### src/rtl/uart_tx_arbiter.sv
// Round-robin arbiter sharing one UART transmitter among NUM_REQ byte producers.
// One byte per grant; the next grant waits for the UART busy flag to complete a full frame.
module uart_tx_arbiter #(
  parameter int NUM_REQ      = 4,
  parameter int N            = 8,
  parameter int BUSY_TIMEOUT = 16
) (
  input  logic                       clk,
  input  logic                       reset,
  input  logic [NUM_REQ-1:0]         req,
  input  logic [NUM_REQ*N-1:0]       req_data,
  output logic [NUM_REQ-1:0]         ack,
  output logic                       uart_write_en,
  output logic [N-1:0]               uart_tx_in,
  input  logic                       uart_busy,
  output logic [$clog2(NUM_REQ)-1:0] grant_id,
  output logic                       active,
  output logic                       err_timeout,
  input  logic                       err_clr,
  output logic [1:0]                 fsm_state
);

  localparam int GW = $clog2(NUM_REQ);
  localparam int CW = $clog2(BUSY_TIMEOUT + 1);
  localparam logic [GW-1:0] LAST_ID  = GW'(NUM_REQ - 1);
  localparam logic [CW-1:0] CNT_LAST = CW'(BUSY_TIMEOUT - 1);

  // Handshake: req[i] is held with stable data until a one-cycle ack[i];
  // the UART gets one write_en pulse per byte and reports the frame on uart_busy.
  typedef enum logic [1:0] {
    IDLE      = 2'd0,
    WAIT_BUSY = 2'd1,
    WAIT_DONE = 2'd2
  } state_t;

  state_t          state;
  logic [GW-1:0]   ptr;
  logic [CW-1:0]   cnt;
  logic [GW-1:0]   win_id;
  logic            win_valid;
  logic [GW-1:0]   next_ptr;

  assign fsm_state = state;

  function automatic logic [GW-1:0] rr_index(input logic [GW-1:0] base, input int k);
    int s;
    s = int'(base) + k;
    if (s >= NUM_REQ) s = s - NUM_REQ;
    return s[GW-1:0];
  endfunction

  // Descending scan so the lowest offset from ptr is the final (winning) assignment.
  always_comb begin
    win_valid = 1'b0;
    win_id    = '0;
    for (int k = NUM_REQ - 1; k >= 0; k--) begin
      if (req[rr_index(ptr, k)]) begin
        win_valid = 1'b1;
        win_id    = rr_index(ptr, k);
      end
    end
  end

  assign next_ptr = (grant_id == LAST_ID) ? '0 : grant_id + 1'b1;

  always_ff @(posedge clk) begin
    if (reset) begin
      state         <= IDLE;
      ptr           <= '0;
      cnt           <= '0;
      ack           <= '0;
      uart_write_en <= 1'b0;
      uart_tx_in    <= '0;
      grant_id      <= '0;
      active        <= 1'b0;
      err_timeout   <= 1'b0;
    end else begin
      ack           <= '0;
      uart_write_en <= 1'b0;
      // A timeout set later in this block overrides the clear.
      if (err_clr) err_timeout <= 1'b0;
      case (state)
        IDLE: begin
          if (win_valid && !uart_busy) begin
            ack           <= {{(NUM_REQ-1){1'b0}}, 1'b1} << win_id;
            uart_write_en <= 1'b1;
            uart_tx_in    <= req_data[win_id*N +: N];
            grant_id      <= win_id;
            active        <= 1'b1;
            cnt           <= '0;
            state         <= WAIT_BUSY;
          end
        end
        WAIT_BUSY: begin
          if (uart_busy) begin
            state <= WAIT_DONE;
          end else if (cnt == CNT_LAST) begin
            err_timeout <= 1'b1;
            active      <= 1'b0;
            ptr         <= next_ptr;
            state       <= IDLE;
          end else begin
            cnt <= cnt + 1'b1;
          end
        end
        WAIT_DONE: begin
          if (!uart_busy) begin
            active <= 1'b0;
            ptr    <= next_ptr;
            state  <= IDLE;
          end
        end
        default: state <= IDLE;
      endcase
    end
  end

endmodule
### config.mk
export PLATFORM = sky130hd
export DESIGN_NAME = uart_tx_arbiter
export DESIGN_NICKNAME = d
export VERILOG_FILES = /design/src/rtl/uart_tx_arbiter.sv
export SDC_FILE = /design/constraint.sdc
export NUM_CORES = 1
export LEC_CHECK = 0
export ABC_AREA = 1
export BUFFER_PORTS_ARGS = -buffer_cell sky130_fd_sc_hd__buf_2
export CELL_PAD_IN_SITES_DETAIL_PLACEMENT = 1
export CELL_PAD_IN_SITES_GLOBAL_PLACEMENT = 2
export CORE_MARGIN = 4
export CORE_UTILIZATION = 28
export CTS_CLUSTER_SIZE = 20
export DETAILED_ROUTE_END_ITERATION = 8
export PLACE_DENSITY = 0.89
export SKIP_LAST_GASP = 1
export SYNTH_ARGS = -nofsm -noshare
export SYNTH_HDL_FRONTEND = slang
export SYNTH_SLANG_ARGS = --single-unit
### constraint.sdc
create_clock -name clk -period 2.5 [get_ports clk]
set_input_delay 0 -clock clk [delete_from_list [all_inputs] [get_ports clk]]
set_output_delay 0 -clock clk [all_outputs]
set_load 0.02 [all_outputs]
==> results of run 1 <==
## registers in the layout, summed over array words and instances, names as in the netlist
name and count:
ack 4, ptr 2, fsm_state 2, cnt 5
grant_id 2, uart_tx_in 8, uart_write_en 1, err_timeout 1
active 1
## routing by layer
layer	GRT usage	up-vias
met1	0.170	781
met3	0.0346	4
li1	-	907
met4	0.0475	0
met5	0	-
met2	0.213	43
## stage by stage
stage	instances	setup WS (ns)	hold slack, ns	utilization
after floorplan	240	0.832	0.183	-
after global placement	368	0.626	0.300	0.344
after detailed placement	368	0.615	0.310	0.344
after CTS	372	0.567	0.0204	0.357
after global routing	372	0.377	0.0424	0.357
final	372	0.598	0.0174	0.357
## how the worst max path moves through the flow
stage,from,end,slack [ns],depth (start not counted)
after global routing,ptr[0]$_SDFFE_PP0P_,uart_tx_in[1]$_SDFFE_PP0P_,0.38,10
after global placement,ptr[0]$_SDFFE_PP0P_,uart_tx_in[0]$_SDFFE_PP0P_,0.63,12
final,ptr[0]$_SDFFE_PP0P_,uart_tx_in[4]$_SDFFE_PP0P_,0.60,10
after floorplan,fsm_state[1]$_SDFFE_PP0P_,cnt[1]$_SDFFE_PP0P_,0.83,8
after detailed placement,ptr[0]$_SDFFE_PP0P_,uart_tx_in[4]$_SDFFE_PP0P_,0.62,10
after CTS,ptr[0]$_SDFFE_PP0P_,uart_tx_in[4]$_SDFFE_PP0P_,0.57,10
## worst register-to-register path: stages, from the launching register on
cell and delay, ns:
dfxtp_1 0.33, buf_4 0.21, inv_1 0.09, nand2_1 0.08
nand3_1 0.11, nand3_1 0.12, nand3_1 0.11, a21boi_2 0.43
nand3_1 0.15, nand2_1 0.12, a21oi_2 0.05
## cells in the final DEF, fill, tap and decap left out, types with 4 or more instances in the layout
cell type  Yosys  layout
buf_2          0      58
nand2_1       48      48
nand3_1       41      41
dfxtp_1       26      26
inv_1         21      21
nor2_1        16      16
a21oi_1       14      14
nand2_2       13      13
o21ai_0       10      10
a21oi_2        7       7
ha_1           7       7
inv_2          5       5
o21ai_1        4       4
nand4_1        4       4
## synth_stat cells (all sizes together)
library cell,number,area [um2]
nor2,18,82.6
a21boi,1,11.3
buf,5,61.3
clkbuf,2,7.51
nand2,63,293
ha,7,87.6
a31oi,1,6.26
inv,26,97.6
dfxtp,26,521
xor2,1,8.76
o21ai,16,87.6
nand3,44,250
nor3,3,15.0
nand4,4,25.0
xnor2,1,16.3
nor3b,1,7.51
a21oi,21,131
## layout make-up
type                       instances  area (um2)  share of cell area
tap                               75        93.8              0.0445
clock buffer                       3        41.3              0.0196
sequential                        26         520               0.247
multi-input combinational        181        1020               0.484
inverter                          26        97.6              0.0462
timing repair buffer              60         305               0.145
clock inverter                     1        30.0              0.0142
## cell families after synthesis
logic type | after synthesis | share of synthesized area
buffers and inverters | 33 | 0.0974
flip-flops | 26 | 0.305
AND/OR/NAND/NOR | 133 | 0.394
AO/OA/AOI/OAI | 39 | 0.138
XOR/XNOR | 2 | 0.0146
adder cells (fa/ha/maj) | 7 | 0.0512
## power breakdown
part / internal [mW] / switching (mW) / total [mW]
clock network: 0.214 / 0.139 / 0.353
registers: 0.523 / 0.0720 / 0.595
logic: 0.401 / 0.793 / 1.19
total: 1.14 / 1.00 / 2.14
==> metrics.txt, run 1 <==
# TYPE chip_impl_metric gauge
chip_impl_metric{name="cap_violations",unit=""} 0
chip_impl_metric{name="post-layout-total-power",unit="mW"} 2.14
chip_impl_metric{name="synth-warning-count",unit=""} 0
chip_impl_metric{name="dp.final_hpwl",unit="mm"} 3.75
chip_impl_metric{name="filler_cell_count",unit=""} 761
chip_impl_info{name="crit_slowest_cell",value="a21boi_2"} 1
chip_impl_info{name="reg2reg_from",value="ptr[0]$_SDFFE_PP0P_"} 1
chip_impl_metric{name="grt_max_degree",unit=""} 20
chip_impl_metric{name="layout_worst_path_cycle_share",unit=""} 0.761
chip_impl_metric{name="cellPowerDensity",unit="mW/mm2"} 1010
chip_impl_metric{name="yosysSeqAreaShare",unit=""} 0.305
chip_impl_metric{name="timing_hold_violations_final",unit=""} 0
chip_impl_metric{name="total_leakage_power",unit="nW"} 1.05
chip_impl_metric{name="finalInstanceArea",unit="mm2"} 0.00211
chip_impl_metric{name="cts.hold.buffers_added",unit=""} 0
chip_impl_metric{name="chipHeight",unit="um"} 86.1
chip_impl_metric{name="timing.critical_path.slowest_cell_delay",unit="ns"} 0.43
chip_impl_metric{name="cts.path.max_buffers",unit=""} 2
chip_impl_metric{name="synthesis.area_per_instance",unit="um2"} 7.12
chip_impl_metric{name="drive_gt1_frac",unit=""} 0.337
chip_impl_metric{name="start_util",unit=""} 0.289
chip_impl_metric{name="postCtsResizedCells",unit=""} 0
chip_impl_metric{name="synth_nets",unit=""} 287
chip_impl_metric{name="worst_ep_required_time",unit="ns"} 2.67
chip_impl_metric{name="tns",unit="ns"} 0
chip_impl_metric{name="critPathArrivalTime",unit="ns"} 2.07
chip_impl_metric{name="worst-r2r-cell-count",unit=""} 10
chip_impl_metric{name="initial_antenna_violation_count",unit=""} 0
chip_impl_metric{name="period_needed",unit="ns"} 1.90
chip_impl_info{name="critical_path.reg2reg.endpoint",value="uart_tx_in[4]$_SDFFE_PP0P_"} 1
chip_impl_info{name="hold_start",value="err_clr"} 1
chip_impl_info{name="timing_worst_setup_path_type",value="register to register"} 1
chip_impl_metric{name="buffer_ports.inserted",unit=""} 58
chip_impl_metric{name="detailroute.via_count",unit=""} 1735
chip_impl_info{name="crit_top_cell",value="nand3_1"} 1
chip_impl_metric{name="cts_made_buffers",unit=""} 3
chip_impl_metric{name="globalRoute.totalOverflow",unit=""} 0
chip_impl_info{name="worstPathCellList",value="buf_4 -> inv_1 -> nand2_1 -> nand3_1 -> nand3_1 -> nand3_1 -> a21boi_2 -> nand3_1 -> nand2_1 -> a21oi_2"} 1
chip_impl_metric{name="gp_congestion",unit=""} 0.743
chip_impl_metric{name="post_synth_cell_types",unit=""} 29
chip_impl_metric{name="clkSlewWorstSetupHoldPaths",unit="ns"} 0.09
chip_impl_metric{name="num_ports",unit=""} 59
chip_impl_metric{name="r2r_setup_slack",unit="ns"} 0.60
chip_impl_metric{name="buffers_inserted_by_post_cts_timing_repair",unit=""} 0
chip_impl_metric{name="drcViolationCount",unit=""} 0
chip_impl_metric{name="grt_pass1_wl",unit="mm"} 7.97
chip_impl_metric{name="report.final.setup_viol",unit=""} 0
chip_impl_metric{name="fp.coreArea",unit="mm2"} 0.00592
chip_impl_metric{name="row_count",unit=""} 28
chip_impl_metric{name="timing.final.max_slew_violations",unit=""} 0
chip_impl_info{name="highest_layer",value="met4"} 1
chip_impl_metric{name="path_max_fanout",unit=""} 12
chip_impl_metric{name="fmax",unit="GHz"} 0.526
chip_impl_metric{name="gr-usage-all-layers",unit=""} 0.132
chip_impl_metric{name="detail_route.iter0.violations",unit=""} 34
chip_impl_metric{name="irDropWorstVdd",unit="V"} 0.000315
chip_impl_metric{name="routed-wl-met3",unit="um"} 333
chip_impl_metric{name="nNetsFinal",unit=""} 345
chip_impl_metric{name="synth.cell_area",unit="mm2"} 0.00171
chip_impl_metric{name="drt-pass1-iter-count",unit=""} 4
chip_impl_metric{name="number_of_global_route_vias_before_repair",unit=""} 1761
chip_impl_metric{name="routedLengthMet1",unit="mm"} 2.21
chip_impl_metric{name="post_dp_cell_area",unit="mm2"} 0.00204
chip_impl_info{name="ctsRootBufferMaster",value="clkbuf_8"} 1
chip_impl_metric{name="syn-instance-count",unit=""} 240
chip_impl_info{name="run_status",value="completed"} 1
chip_impl_metric{name="routed_via_density",unit=""} 4.66
chip_impl_info{name="setup_repair_after_global_routing_missed_its_margin",value="false"} 1
chip_impl_metric{name="skew",unit="ns"} 0.00219
chip_impl_metric{name="tightest_slew",unit="ns"} 0.475
chip_impl_info{name="worst_hold_path.endpoint",value="err_timeout$_SDFF_PP0_"} 1
chip_impl_metric{name="slew-limit-headroom",unit=""} 0.681
chip_impl_metric{name="die_width",unit="um"} 86.1
chip_impl_metric{name="htreeDepth",unit=""} 1
chip_impl_metric{name="clock_insertion_delay_worst_skew",unit="ns"} 0.27
chip_impl_metric{name="clock_sinks",unit=""} 26
chip_impl_metric{name="antenna_cells",unit=""} 0
chip_impl_info{name="clock_tree_from_tritoncts",value="yes"} 1
chip_impl_metric{name="fp.dieArea",unit="mm2"} 0.00742
chip_impl_info{name="timing.critical_path.from_type",value="register"} 1
chip_impl_metric{name="syn2layout_area_growth",unit="%"} 23.5
chip_impl_info{name="critical-path-top-delay-family",value="simple AND/OR/NAND/NOR gates"} 1
chip_impl_metric{name="drt-total-wl",unit="mm"} 4.63
chip_impl_info{name="cp-end-kind",value="register"} 1
chip_impl_metric{name="timing.hold.worst_path_depth",unit=""} 4
chip_impl_metric{name="met2WireLength",unit="mm"} 2.02
chip_impl_metric{name="ant_nets",unit=""} 0
chip_impl_metric{name="count_of_buffer_and_inverter_cells_on_the_critical_path",unit=""} 2
chip_impl_metric{name="post_drt_wl_per_cell",unit="um"} 12.5
chip_impl_metric{name="synth-seq-cells",unit=""} 26
chip_impl_info{name="min_path_type",value="input port to register"} 1
Note: power is estimated with default switching activity, not from simulation.
==> inputs of run 2 (changes only) <==
Settings changed: ABC_AREA 1 to 0, CORE_UTILIZATION 28 to 24, PLACE_DENSITY 0.89 to 0.81.
Clock period 2.5 ns to 1.5 ns, I/O delays scaled along.
==> run 2 against run 1 <==
Net effect:
- the flow now finishes with violations (negative setup slack)
- final cell count decreased by 17%
- setup slack got worse by 0.82 ns
- cell area increased by 9.5%
- synthesized area is 19% lower
- sequential power is 26% higher
- die area fell by 4.5%
- core utilization increased by 5.8 points
- clock power up 54%
- clock-buffer cell count up 1
- critical endpoint is now cnt[2]$_SDFFE_PP0P_
- largest power group is now registers
==> metrics.txt, run 2 <==
# TYPE chip_impl_metric gauge
chip_impl_metric{name="die_width",unit="um"} 84.2
chip_impl_metric{name="detail_route.iter0.violations",unit=""} 78
chip_impl_info{name="synth.area.top_cells",value="dfxtp_1 37%, mux2i_1 16%, ha_1 6.3%, nor2_1 5.9%, o221ai_1 5.0%"} 1
chip_impl_metric{name="nNetsFinal",unit=""} 286
chip_impl_info{name="layout.cells.most_common",value="buf_2"} 1
chip_impl_metric{name="yosys.area.top_type_share",unit=""} 0.374
chip_impl_metric{name="detailedPlace.worstSlack",unit="ns"} -0.262
chip_impl_metric{name="finalInstanceArea",unit="mm2"} 0.00231
chip_impl_info{name="timing_worst_setup_path_type",value="register to register"} 1
chip_impl_metric{name="layout_worst_path_cycle_share",unit=""} 1.15
chip_impl_metric{name="drcViolationCount",unit=""} 0
chip_impl_info{name="synth_top_cell_by_area",value="dfxtp_1"} 1
chip_impl_metric{name="globalRoute.totalOverflow",unit=""} 0
chip_impl_metric{name="routed_via_density",unit=""} 4.59
chip_impl_metric{name="max_ffs_per_register",unit=""} 8
chip_impl_metric{name="buffer_ports.inserted",unit=""} 58
chip_impl_metric{name="cts.path.max_buffers",unit=""} 2
chip_impl_metric{name="number_of_global_route_vias_before_repair",unit=""} 1461
chip_impl_metric{name="chipHeight",unit="um"} 84.2
chip_impl_metric{name="skew",unit="ns"} 0.00347
chip_impl_metric{name="period_needed",unit="ns"} 1.72
chip_impl_metric{name="tightest_slew",unit="ns"} 0.491
chip_impl_metric{name="cellPowerDensity",unit="mW/mm2"} 789
chip_impl_metric{name="cell_count_post_placement",unit=""} 295
chip_impl_info{name="ys.flop_type",value="dfxtp_1"} 1
chip_impl_metric{name="drt-total-wl",unit="mm"} 4.68
chip_impl_info{name="run_status",value="finished with violations"} 1
chip_impl_metric{name="start_util",unit=""} 0.250
chip_impl_info{name="setup_repair_after_global_routing_missed_its_margin",value="true"} 1
chip_impl_metric{name="clock_insertion_delay_worst_skew",unit="ns"} 0.28
chip_impl_metric{name="critPathArrivalTime",unit="ns"} 1.90
chip_impl_info{name="timing.critical_path.from_type",value="register"} 1
chip_impl_metric{name="row_count",unit=""} 27
chip_impl_metric{name="fp.dieArea",unit="mm2"} 0.00709
chip_impl_metric{name="cap_violations",unit=""} 0
chip_impl_metric{name="synth_enable_flop_cells",unit=""} 0
chip_impl_info{name="ctsRootBufferMaster",value="clkbuf_8"} 1
chip_impl_metric{name="synth.cell_area",unit="mm2"} 0.00139
chip_impl_metric{name="total_leakage_power",unit="nW"} 1.05
chip_impl_metric{name="post-layout-total-power",unit="mW"} 1.82
chip_impl_info{name="post_synth_most_frequent_cells",value="26 x dfxtp_1, 22 x mux2i_1, 22 x nor2_1, 12 x nand2_1, 9 x inv_1"} 1
chip_impl_metric{name="yosysSeqAreaShare",unit=""} 0.374
chip_impl_metric{name="instances_no_fill",unit=""} 310
chip_impl_metric{name="timing_hold_violations_final",unit=""} 0
chip_impl_metric{name="synth-seq-cells",unit=""} 26
chip_impl_info{name="biggest_regs",value="uart_tx_in x8, cnt x5, ack x4"} 1
chip_impl_metric{name="syn-instance-count",unit=""} 152
chip_impl_metric{name="synth-warning-count",unit=""} 0
chip_impl_info{name="violated_checks",value="negative setup slack"} 1
chip_impl_metric{name="gr-usage-all-layers",unit=""} 0.118
chip_impl_metric{name="hold_slack",unit="ns"} 0.00393
chip_impl_metric{name="cts_made_buffers",unit=""} 3
chip_impl_info{name="cp-end-kind",value="register"} 1
chip_impl_metric{name="dp.final_hpwl",unit="mm"} 3.32
chip_impl_metric{name="grt_pass1_wl",unit="mm"} 6.87
chip_impl_metric{name="finalWorstSetupSlack",unit="ns"} -0.224
chip_impl_metric{name="post_dp_cell_area",unit="mm2"} 0.00194
chip_impl_metric{name="path_max_fanout",unit=""} 6
chip_impl_metric{name="clkSlewWorstSetupHoldPaths",unit="ns"} 0.10
chip_impl_metric{name="syn2layout_area_growth",unit="%"} 66.0
chip_impl_metric{name="htreeDepth",unit=""} 1
chip_impl_metric{name="gp_congestion",unit=""} 0.769
chip_impl_metric{name="clock_sinks",unit=""} 26
chip_impl_metric{name="irDropWorstVdd",unit="V"} 0.000335
chip_impl_metric{name="antenna_cells",unit=""} 0
chip_impl_info{name="clock_tree_from_tritoncts",value="yes"} 1
chip_impl_info{name="layout.cells.most_common_list",value="58 x buf_2, 24 x buf_4, 21 x nor2_1, 21 x dfxtp_1, 18 x mux2i_1"} 1
chip_impl_metric{name="ant_nets",unit=""} 0
chip_impl_metric{name="postSynth.asyncResetShare",unit=""} 0
chip_impl_info{name="max_flop_register",value="uart_tx_in"} 1
chip_impl_metric{name="grt_max_degree",unit=""} 21
chip_impl_metric{name="initial_antenna_violation_count",unit=""} 0
chip_impl_metric{name="timing.final.max_slew_violations",unit=""} 0
chip_impl_metric{name="synthesis.area_per_instance",unit="um2"} 9.16
chip_impl_metric{name="report.final.setup_viol",unit=""} 10
chip_impl_metric{name="slew-limit-headroom",unit=""} 0.670
chip_impl_metric{name="fp.coreArea",unit="mm2"} 0.00557
chip_impl_metric{name="detailroute.via_count",unit=""} 1424
chip_impl_metric{name="fmax",unit="GHz"} 0.580
chip_impl_metric{name="num_ports",unit=""} 59
chip_impl_metric{name="worst_ep_required_time",unit="ns"} 1.67
chip_impl_metric{name="drive_gt1_frac",unit=""} 0.563
chip_impl_metric{name="post_synth_cell_types",unit=""} 34
chip_impl_metric{name="cts.hold.buffers_added",unit=""} 0
chip_impl_metric{name="post_drt_wl_per_cell",unit="um"} 15.1
chip_impl_metric{name="drt-pass1-iter-count",unit=""} 4
chip_impl_metric{name="synth_nets",unit=""} 199
chip_impl_info{name="min_path_type",value="input port to register"} 1
chip_impl_info{name="most_numerous_cell_in_the_yosys_netlist",value="dfxtp_1"} 1
==> run 2: cell count changes after synthesis, sizes merged, moves of 3 or more <==
| cell | delta |
|---|---|
| o221ai | +8 |
| nand3 | -43 |
| nand2 | -51 |
| nand2b | +3 |
| inv | -16 |
| a21oi | -13 |
| a21o | +3 |
| nand4 | -3 |
| nor2 | +6 |
| mux2i | +22 |
| o21ai | -14 |
==> run 2: through the flow <==
stage | setup TNS [ns] | util
4_1_cts | -3.36 | 0.377
6_report | -1.26 | 0.415
3_3_place_gp | -2.51 | 0.348
5_1_grt | -2.42 | 0.415
3_5_place_dp | -4.09 | 0.348
2_1_floorplan | -1.14 | -
==> run 2: cells by family (layout without fill, tap and decap cells) <==
| family | after synthesis | count (layout) | synth area share |
|---|---|---|---|
| buf+inv | 16 | 102 | 0.0557 |
| flops | 26 | 26 | 0.374 |
| compound gates | 29 | 29 | 0.151 |
| fa+ha+maj | 7 | 7 | 0.0629 |
| mux | 22 | 22 | 0.158 |
| simple gates | 52 | 52 | 0.199 |
==> run 2: final timing paths <==
kind / start / endpoint / slack (ns) / cells after the start
worst max-delay path: cnt[0]$_SDFFE_PP0P_ / cnt[2]$_SDFFE_PP0P_ / -0.22 / 8
worst min-delay path: req_data[6] / uart_tx_in[6]$_SDFFE_PP0P_ / 0.004 / 3
worst max register to register: cnt[0]$_SDFFE_PP0P_ / cnt[2]$_SDFFE_PP0P_ / -0.22 / 8
worst min register to register: uart_tx_in[3]$_SDFFE_PP0P_ / uart_tx_in[3]$_SDFFE_PP0P_ / 0.47 / 2
==> run 2: area by class of cell <==
type | count | area, um2
multi-input cells | 110 | 1010
repair buffers | 88 | 574
inverters | 10 | 40.0
well taps | 72 | 90.1
fillers | 676 | 3260
flip-flops and latches | 26 | 532
clock buffers | 4 | 66.3
==> run 2: routing by layer <==
layer  track usage  share of wire  vias up  wire length [um]
met5             0              0        -                 0
met4        0.0395          0.015        0                72
met3        0.0177          0.037        7               171
met2         0.220           0.53       25              2460
met1         0.138           0.42      676              1970
li1              -              -      716                 -
==> run 2: repair_timing <==
item	CTS	global route
hold endpoints to repair	0	0
setup endpoints to repair	24	25
resized for setup	16	26
setup buffers	3	5
pin swaps	9	12
gates cloned	0	4
==> run 2: critical path, stage by stage, from the launching register on <==
cell and delay (ns):
dfxtp_4 0.36, ha_4 0.15, and3_4 0.15, ha_4 0.15, a21o_1 0.16, a211o_4 0.28, buf_4 0.17, o21ai_1 0.13
a21oi_1 0.07
==> run 2: report_power, final <==
group          switching [mW]  internal [mW]  total [mW]  leakage (nW)
clock                   0.253          0.291       0.544        0.0339
sequential             0.0225          0.729       0.751         0.215
combinational           0.274          0.256       0.530         0.803
==> inputs of run 3 (changes only) <==
Settings changed: CORE_UTILIZATION 24 to 26, PLACE_DENSITY 0.81 to 0.83.
Clock period 1.5 ns to 1.6 ns, I/O delays scaled along.
==> run 3 against run 2 <==
Net effect:
- the run still ends with negative setup slack left
- setup slack improved by 0.11 ns
- global-route usage rose by 0.56 points
- clock-buffer cell count did not move
- worst hold slack improved by 0.020 ns
- critical path type unchanged
- combinational power fell by 24%
- maximum frequency is 0.45% higher
- flip-flop and latch count unchanged
- first-iteration DRC count fell by 45%
- critical endpoint is now cnt[3]$_SDFFE_PP0P_
==> metrics.txt, run 3 (synthesis gave the netlist of run 2 again) <==
# TYPE chip_impl_metric gauge
chip_impl_metric{name="num_ports",unit=""} 59
chip_impl_info{name="setup_repair_after_global_routing_missed_its_margin",value="true"} 1
chip_impl_info{name="min_path_type",value="input port to register"} 1
chip_impl_metric{name="tns",unit="ns"} -0.472
chip_impl_metric{name="drt-total-wl",unit="mm"} 4.04
chip_impl_metric{name="antenna_cells",unit=""} 0
chip_impl_metric{name="fp.dieArea",unit="mm2"} 0.00659
chip_impl_metric{name="irDropWorstVdd",unit="V"} 0.000431
chip_impl_metric{name="timing_hold_violations_final",unit=""} 0
chip_impl_metric{name="dp.final_hpwl",unit="mm"} 3.11
chip_impl_metric{name="gr-usage-all-layers",unit=""} 0.124
chip_impl_info{name="biggest_regs",value="uart_tx_in x8, cnt x5, ack x4"} 1
chip_impl_metric{name="die_width",unit="um"} 81.2
chip_impl_info{name="hold_start",value="err_clr"} 1
chip_impl_metric{name="grt_max_degree",unit=""} 21
chip_impl_info{name="timing_worst_setup_path_type",value="register to register"} 1
chip_impl_info{name="layout.cells.most_common_list",value="58 x buf_2, 23 x dfxtp_1, 22 x nor2_1, 22 x mux2i_1, 19 x buf_4"} 1
chip_impl_metric{name="fp.coreArea",unit="mm2"} 0.00514
chip_impl_info{name="violated_checks",value="negative setup slack"} 1
chip_impl_metric{name="chipHeight",unit="um"} 81.2
chip_impl_metric{name="start_util",unit=""} 0.271
chip_impl_metric{name="slew-limit-headroom",unit=""} 0.673
chip_impl_metric{name="finalWorstSetupSlack",unit="ns"} -0.116
chip_impl_info{name="max_flop_register",value="uart_tx_in"} 1
chip_impl_metric{name="htreeDepth",unit=""} 1
chip_impl_info{name="timing.critical_path.from_type",value="register"} 1
chip_impl_metric{name="detail_route.iter0.violations",unit=""} 43
chip_impl_info{name="reg2reg_from",value="cnt[1]$_SDFFE_PP0P_"} 1
chip_impl_metric{name="period_needed",unit="ns"} 1.72
chip_impl_metric{name="total_leakage_power",unit="nW"} 0.940
chip_impl_info{name="worstSetupStartpoint",value="cnt[1]$_SDFFE_PP0P_"} 1
chip_impl_metric{name="ant_nets",unit=""} 0
chip_impl_metric{name="initial_antenna_violation_count",unit=""} 0
chip_impl_metric{name="instances_no_fill",unit=""} 299
chip_impl_metric{name="post_drt_wl_per_cell",unit="um"} 13.5
chip_impl_metric{name="tightest_slew",unit="ns"} 0.487
chip_impl_info{name="run_status",value="finished with violations"} 1
chip_impl_metric{name="timing.final.max_slew_violations",unit=""} 0
chip_impl_metric{name="syn2layout_area_growth",unit="%"} 47.9
chip_impl_info{name="clock_tree_from_tritoncts",value="yes"} 1
chip_impl_metric{name="cts.path.max_buffers",unit=""} 2
chip_impl_info{name="cp-end-kind",value="register"} 1
chip_impl_metric{name="fmax",unit="GHz"} 0.583
chip_impl_metric{name="drive_gt1_frac",unit=""} 0.459
chip_impl_info{name="crit_slowest_cell",value="dfxtp_2"} 1
chip_impl_metric{name="globalRoute.totalOverflow",unit=""} 0
chip_impl_metric{name="report.final.setup_viol",unit=""} 6
chip_impl_metric{name="skew",unit="ns"} 0.00472
chip_impl_metric{name="timing.critical_path.slowest_cell_delay",unit="ns"} 0.35
chip_impl_metric{name="clock_sinks",unit=""} 26
chip_impl_metric{name="drt-pass1-iter-count",unit=""} 2
chip_impl_metric{name="cap_violations",unit=""} 0
chip_impl_metric{name="grt_pass1_wl",unit="mm"} 6.35
chip_impl_metric{name="layout_worst_path_cycle_share",unit=""} 1.07
chip_impl_metric{name="max_ffs_per_register",unit=""} 8
chip_impl_metric{name="gp_congestion",unit=""} 0.715
chip_impl_metric{name="cellPowerDensity",unit="mW/mm2"} 778
chip_impl_metric{name="filler_cell_count",unit=""} 629
chip_impl_metric{name="number_of_global_route_vias_before_repair",unit=""} 1342
chip_impl_metric{name="detailroute.via_count",unit=""} 1385
chip_impl_metric{name="clkSlewWorstSetupHoldPaths",unit="ns"} 0.10
chip_impl_metric{name="worst_ep_required_time",unit="ns"} 1.77
chip_impl_metric{name="cts_made_buffers",unit=""} 3
chip_impl_metric{name="nNetsFinal",unit=""} 277
chip_impl_metric{name="drcViolationCount",unit=""} 0
chip_impl_metric{name="critPathArrivalTime",unit="ns"} 1.89
chip_impl_info{name="critical-path-top-delay-family",value="compound AO/OA/AOI/OAI gates"} 1
chip_impl_metric{name="count_of_buffer_and_inverter_cells_on_the_critical_path",unit=""} 0
chip_impl_metric{name="post-layout-total-power",unit="mW"} 1.60
chip_impl_metric{name="cell_count_post_placement",unit=""} 292
chip_impl_info{name="worstPathCellList",value="ha_4 -> and3_4 -> ha_4 -> a21o_1 -> a211o_4 -> a21o_1 -> a22oi_2 -> nor2_1"} 1
chip_impl_metric{name="routed_via_density",unit=""} 4.63
chip_impl_metric{name="buffer_ports.inserted",unit=""} 58
chip_impl_metric{name="path_max_fanout",unit=""} 4
chip_impl_metric{name="row_count",unit=""} 26
chip_impl_metric{name="clock_insertion_delay_worst_skew",unit="ns"} 0.27
chip_impl_info{name="ctsRootBufferMaster",value="clkbuf_8"} 1
chip_impl_info{name="layout.cells.most_common",value="buf_2"} 1
==> run 3: cell types whose count changed in the layout (fill, tap and decap cells not counted), sizes merged <==
cell	previous run	this run
buf	86	78
dlygate4sd3	0	1
clkbuf	6	4
==> run 3: final timing paths <==
kind | to | slack [ns] | cells past startpoint
worst max register to register | cnt[3]$_SDFFE_PP0P_ | -0.12 | 8
worst max-delay path | cnt[3]$_SDFFE_PP0P_ | -0.12 | 8
worst min-delay path | err_timeout$_SDFF_PP0_ | 0.02 | 4
worst min register to register | uart_tx_in[4]$_SDFFE_PP0P_ | 0.47 | 2
==> run 3: repair_timing <==
action	in CTS	in global routing
pin swaps	2	3
endpoints found under the setup margin	17	24
cloned	0	0
hold endpoints to repair	1	0
buffers inserted	1	1
hold buffers	1	0
resized for setup	3	7
==> run 3: tightest hold or removal path: cells and delay by family <==
kind            cells  cell delay, ns
buf+inv             2            0.13
simple gates        1            0.07
compound gates      1            0.06
==> run 3: layer usage <==
metal,track usage,share of wire,vias to the layer above
li1,-,-,698
met1,0.165,0.45,667
met2,0.204,0.51,18
met3,0.0155,0.026,2
met4,0.0456,0.0094,0
met5,0,0,-
==> run 3: final cells by class <==
cell class	instances	area, um2	area share
Inverter	10	37.5	0.0182
Clock buffer	4	66.3	0.0322
Multi-Input combinational cell	110	878	0.426
Timing Repair Buffer	79	463	0.225
Sequential cell	26	527	0.256
Tap cell	70	87.6	0.0425
==> run 3: metrics by stage <==
step / util / cell area (um2) / setup slack (ns) / hold slack, ns
detailed placement: 0.374 / 1920 / -0.151 / 0.261
global route: 0.401 / 2060 / -0.180 / 0.0431
floorplan: - / 1450 / -0.141 / 0.0691
CTS: 0.392 / 2020 / -0.127 / 0.0148
finish: 0.401 / 2060 / -0.116 / 0.0238
global placement: 0.374 / 1920 / -0.121 / 0.258
==> run 3: power by group <==
| group | switching (mW) | internal [mW] | total, mW |
|---|---|---|---|
| combinational | 0.219 | 0.185 | 0.404 |
| clock | 0.225 | 0.272 | 0.498 |
| sequential | 0.0186 | 0.683 | 0.702 |
| total | 0.463 | 1.14 | 1.60 |
